File: src/rtl/register_file.sv
// -----------------------------------------------------------------------------
// register_file
//
// MIPS general-purpose register file: 2**ADDR_WIDTH entries of DATA_WIDTH bits.
// It takes one write per clock from write-back and serves two combinational
// read ports for decode plus one debug read port. Register 0 is hardwired to
// zero. Registers 28 ($gp) and 29 ($sp) reset to GP_RESET and SP_RESET.
//
// Ports:
//   clk        - single clock, state updates on the rising edge
//   reset      - asynchronous, active-high reset
//   RegWrite   - write enable
//   WriteReg   - destination register number
//   WriteData  - write-back value
//   ReadReg1/2 - source register numbers (rs / rt)
//   ReadData1/2- combinational read data
//   DebugReg   - debug observation register number
//   DebugData  - stored contents of DebugReg (never bypassed)
//   WriteCount - number of committed writes since reset (wraps)
//
// Build option:
//   REGFILE_BYPASS_EN - when defined, a read port addressing the register
//                       being written in the same cycle returns WriteData
//                       (write-before-read). When undefined, reads always
//                       return the stored entry.
// -----------------------------------------------------------------------------
module register_file #(
    parameter int                    DATA_WIDTH = 32,
    parameter int                    ADDR_WIDTH = 5,
    parameter logic [DATA_WIDTH-1:0] SP_RESET   = 32'h7FFF_EFFC,
    parameter logic [DATA_WIDTH-1:0] GP_RESET   = 32'h1000_8000
) (
    input  logic                  clk,
    input  logic                  reset,
    input  logic                  RegWrite,
    input  logic [ADDR_WIDTH-1:0] WriteReg,
    input  logic [DATA_WIDTH-1:0] WriteData,
    input  logic [ADDR_WIDTH-1:0] ReadReg1,
    input  logic [ADDR_WIDTH-1:0] ReadReg2,
    output logic [DATA_WIDTH-1:0] ReadData1,
    output logic [DATA_WIDTH-1:0] ReadData2,
    input  logic [ADDR_WIDTH-1:0] DebugReg,
    output logic [DATA_WIDTH-1:0] DebugData,
    output logic [DATA_WIDTH-1:0] WriteCount
);

    localparam int unsigned NUM_REGS = 2 ** ADDR_WIDTH;
    localparam int unsigned GP_IDX   = 28;
    localparam int unsigned SP_IDX   = 29;

    logic [DATA_WIDTH-1:0] regs_q [NUM_REGS];
    logic [DATA_WIDTH-1:0] count_q;
    logic [DATA_WIDTH-1:0] count_d;
    logic                  wr_en;

    // Writes to register 0 are dropped entirely, including the count.
    assign wr_en   = RegWrite && (WriteReg != '0);
    assign count_d = wr_en ? count_q + DATA_WIDTH'(1) : count_q;

    always_ff @(posedge clk or posedge reset) begin
        if (reset) begin
            for (int unsigned i = 0; i < NUM_REGS; i++) begin
                if (i == GP_IDX)
                    regs_q[i] <= GP_RESET;
                else if (i == SP_IDX)
                    regs_q[i] <= SP_RESET;
                else
                    regs_q[i] <= '0;
            end
            count_q <= '0;
        end else begin
            if (wr_en)
                regs_q[WriteReg] <= WriteData;
            count_q <= count_d;
        end
    end

    always_comb begin
        ReadData1 = (ReadReg1 == '0) ? '0 : regs_q[ReadReg1];
        ReadData2 = (ReadReg2 == '0) ? '0 : regs_q[ReadReg2];
`ifdef REGFILE_BYPASS_EN
        // wr_en already excludes register 0, so the zero forcing above holds.
        if (wr_en && (ReadReg1 == WriteReg))
            ReadData1 = WriteData;
        if (wr_en && (ReadReg2 == WriteReg))
            ReadData2 = WriteData;
`endif
        DebugData = (DebugReg == '0) ? '0 : regs_q[DebugReg];
    end

    assign WriteCount = count_q;

endmodule

File: config.mk
export PLATFORM = sky130hd
export DESIGN_NAME = register_file
export DESIGN_NICKNAME = d
export VERILOG_FILES = /design/src/rtl/register_file.sv
export SDC_FILE = /design/constraint.sdc
export NUM_CORES = 2
export LEC_CHECK = 0
export BUFFER_PORTS_ARGS = -buffer_cell sky130_fd_sc_hd__clkbuf_2
export CORE_MARGIN = 4
export CORE_UTILIZATION = 65
export CTS_BUF_LIST = sky130_fd_sc_hd__clkbuf_4
export DETAILED_ROUTE_END_ITERATION = 6
export PLACE_DENSITY_LB_ADDON = 0.05
export SLEW_MARGIN = 5
export SYNTH_ARGS = -nofsm -noshare
export SYNTH_HDL_FRONTEND = slang
export SYNTH_SLANG_ARGS = --single-unit
File: constraint.sdc
create_clock -name clk -period 52.1 [get_ports clk]
set_clock_uncertainty 0.15 [all_clocks]
set_input_delay 5.21 -clock clk [delete_from_list [all_inputs] [get_ports clk]]
set_output_delay 5.21 -clock clk [all_outputs]
set_load 0.05 [all_outputs]
== Word-level counts from Yosys, hierarchy flattened ==
Index checks and enable logic that the tools add are counted.

* Register bits: 1056
* Input bits: 55
* Output and inout bits: 128
* Logic and storage cells: 64

* Add/sub/neg operators: 1
* Magnitude comparators: 5
* Muxes and demuxes: 15
* Bitwise operators: 4
* Reductions and logical operators: 6

{| class="wikitable"
|+ Operators with widths
! cell !! count
|-
| $bwmux 1024 || 1
|-
| $bmux 32 s5 || 3
|-
| $mux 32 || 10
|-
| $demux 32 s5 || 1
|-
| $add 32x1->32 const B || 1
|-
| $ge 6x6->1 const B || 4
|-
| $not 5->6 || 4
|-
| $logic_not 5->1 || 3
|-
| $lt 6x1->1 const B || 1
|-
| $reduce_bool 5->1 || 1
|-
| $logic_and 1x1->1 || 2
|}

== Logic depth before layout (Yosys ltp) ==
* Word-level depth: 6
* Depth in mapped cells: 10

== Worst setup path before layout ==
Ideal clock, no wire load.

* Path type: input port to output port
* Start point: input ReadReg2[0]
* End point: output ReadData2[0]
* Arrival time: 8.773 ns
* Required time: 46.740 ns
* Path slack: 37.967 ns
* Stages: 8
* Cells stage by stage: buf_2 -> buf_4 -> buf_4 -> buf_4 -> mux2i_1 -> o221ai_1 -> a221oi_1 -> a2111oi_0

* Longest elaborated chain between the ends: 5

{| class="wikitable"
|+ RTL lines
! what !! RTL line !! source
|-
| from (decl) || 39 || <nowiki>input logic [ADDR_WIDTH-1:0] ReadReg2,</nowiki>
|-
| $not 5->6 (implied by the code) || 80 || <nowiki>ReadData2 = (ReadReg2 == '0) ? '0 : regs_q[ReadReg2];</nowiki>
|-
| $bmux 32 s5 || 80 ||
|-
| $mux 32 (implied by the code) (2 in series) || 80 ||
|-
| $mux 32 * || 80 ||
|-
| to (decl) || 41 || <nowiki>output logic [DATA_WIDTH-1:0] ReadData2,</nowiki>
|}

Mark *: on every way between the ends. The rest lies on a longest branch, timed or not. The select of a mux whose other input is x is not followed.

== Worst setup path in the final report ==
* Start point: input DebugReg[1]
* End point: output DebugData[28]

* Longest elaborated chain between the ends: 5

{| class="wikitable"
|+ RTL lines
! what !! RTL line !! source
|-
| from (decl) || 42 || <nowiki>input logic [ADDR_WIDTH-1:0] DebugReg,</nowiki>
|-
| $not 5->6 (implied by the code) || 88 || <nowiki>DebugData = (DebugReg == '0) ? '0 : regs_q[DebugReg];</nowiki>
|-
| $bmux 32 s5 || 88 ||
|-
| $mux 32 (implied by the code) (2 in series) || 88 ||
|-
| $mux 32 * || 88 ||
|-
| to (decl) || 43 || <nowiki>output logic [DATA_WIDTH-1:0] DebugData,</nowiki>
|}

Marks and branches as above.

==> run metrics <==
first-pass GRT wire length=316 mm; Worst path max stage delay=0.88 ns; synthesized area=64,400 um2; CP max-delay cell=nor4_1; post_cts resized=0; post-route minimum period=15.36 ns; Pwr Density=37.1 nW/um2; Hold Crit Class=flop to flop; worst relative slew slack=11.8%; Syn Nets=4,638; post-synth cell types=50; final hold vios=0; DR iter-0 viols=6,008; remaining antenna violation count=0; fmax=0.0651 GHz; Post-synth EDFFs=0; commonest cells in the netlist=mux2_2, dfrtp_1, mux4_2, clkbuf_1, mux2i_1; Max Slew Vio Count=0; # DRC=11; largest net degree at the start of global routing=160; main area contributors after synthesis=dfrtp_1, mux4_2, mux2_2; worst endpoint data arrival time=10.00 ns; FP Rows=115; CTS Buf Count=308; Final nets=4,698; yosys warns=0; largest buffer count on any clock path=4; Ports=183; starting density of the core=65.5%; Vias=46,900; DRT Wirelength=215 mm; Root Buffer=clkbuf_4; die height=323 um; post-synth top area share=39.9%; initial antenna violation count=8; post-CTS setup buffers=0; RSZ-0062 raised after global routing=false; Routed wire per std cell=34.9 um; Least-Margin Pin Slew=1.31 ns; WP data required=46.74 ns; area grow syn2layout=8.18%; Period Utilization, post-route=29.5%; CP Max Fanout=49; flops & latches, synth=1,056; most frequent CP cell=buf_4; cell family with most CP delay=buffers and inverters; Setup Viol. Count Final=0; Synth area leader=dfrtp_1; Max rail drop VDD=0.0252 mV; iteration count of the initial detailed-routing pass=7; violations in the final reports=DRC; Syn Inst Count=4,582; Setup crit start kind=primary input; # hold bufs at CTS=0; vias in the first global route=47,100; Final TNS setup=0 ns; layout cells sized above 1=53.0%; placed cell count=5,619; Die X=323 um; max_cap viols=0; CP bufs+invs=5; CTS sink cnt=1,056; WS Path Type=primary input to output pin; Die ar.=104,000 um2; top_reg_cell synth=dfrtp_1; syn avg cell area=14.0 um2; Post-synth ARST share=100%; most frequent cell after synthesis=mux2_2; core footprint=98,300 um2; RePlAce Congestion=0.877; htree depth=5; total gr overflow=0; port bufs=182; crit end category=output pin; status=finished with violations; fin cells=6,160; clk_lat worst skew=1.19 ns; R2R setup slack=49.60 ns; Layout fillers=6,897; CTS tree=built; Critical Path, Cell by Cell=buf_8, buf_4, buf_4, nor2_4, buf_4, a221o_1, a22o_1, nor4_1, clkbuf_2; Leakage=30.4 nW; DP HPWL=118 mm; Seq/Total Area, Yosys=41.1%; clock slew at reported path FFs=0.06 ns; Total GRT Usage=41.7%; Vias/cell=7.61
[layer usage]
layer | wire length [um] | vias to the layer above | GRT usage, %
met2 | 96400 | 3305 | 62.0
met1 | 80000 | 24400 | 56.2
met4 | 12200 | 2 | 20.4
met5 | 13 | - | 0
met3 | 26400 | 780 | 13.3
li1 | - | 18400 | -
[placed cells by master, fill, tap and decap left out, types with 15 or more instances in the layout]
cell / n
mux2_2: 1132
a22o_1: 107
xnor2_1: 15
dfrtp_1: 1026
buf_4: 102
mux4_2: 591
nand2_1: 82
nor2_4: 19
a221o_1: 64
clkbuf_2: 172
a211oi_1: 122
nor4_1: 66
xor2_1: 16
nor2_1: 50
dfstp_2: 30
mux2i_1: 305
o22ai_1: 88
clkbuf_4: 456
clkinv_1: 58
a2111oi_0: 28
nand2b_1: 32
nor2b_1: 102
o221ai_1: 25
nor3_1: 28
[where the power goes]
part / total [mW] / internal [mW] / switching (mW)
logic: 0.664 / 0.363 / 0.301
registers: 1.14 / 0.977 / 0.159
clock network: 0.780 / 0.414 / 0.367
total: 2.58 / 1.75 / 0.827
[cell type report]
type	instances	area (um2)	share of cell area [%]
diodes	9	22.5	0.0323
clock buffers	456	3420	4.92
repair buffers	286	1810	2.61
inverters	6	30.0	0.0431
clock inverters	76	377	0.541
well taps	1287	1610	2.31
multi-input cells	2984	35900	51.5
flip-flops and latches	1056	26500	38.0
[state kept, by name (all words and copies together) (netlist names)]
signal and flops:
WriteCount 32, regs_q 1024
[kinds of logic (layout without fill, tap and decap cells)]
group | count (synthesis) | in the layout | synth area share, %
other | 0 | 9 | 0
DFF | 1056 | 1056 | 41.1
xor gates and xnor gates | 31 | 31 | 0.422
AOI/OAI and AO/OA | 463 | 463 | 5.80
muxes | 2028 | 2028 | 45.2
adders and majority gates | 1 | 1 | 0.0194
buffers and inverters | 542 | 824 | 3.59
and+or+nand+nor | 461 | 461 | 3.83
[final timing paths]
path | to | cells after the start | startpoint
max | DebugData[28] | 9 | DebugReg[1]
min | regs_q[995]$_DFFE_PP0P_ | 0 | regs_q[995]$_DFFE_PP0P_
max reg2reg | WriteCount[28]$_DFFE_PP0P_ | 5 | WriteCount[2]$_DFFE_PP0P_
min reg2reg | regs_q[995]$_DFFE_PP0P_ | 0 | regs_q[995]$_DFFE_PP0P_
max in group asynchronous | regs_q[459]$_DFFE_PP0P_ | 6 | reset
min in group asynchronous | regs_q[56]$_DFFE_PP0P_ | 2 | reset
[stage by stage]
stage                     utilization [%]  hold WS, ns  power (mW)  instance area, um2  setup WS, ns
after floorplan                         -        0.308        1.63               64400         17.07
after global placement               67.0        0.249        1.78               65800         36.56
after detailed placement             67.0        0.254        1.80               65800         36.80
after CTS                            70.8        0.270        2.58               69600         36.78
after global routing                 70.8        0.284        2.69               69600         36.44
final                                70.9        0.272        2.58               69600         36.74
No activity file was read; power rests on OpenSTA's default activity.
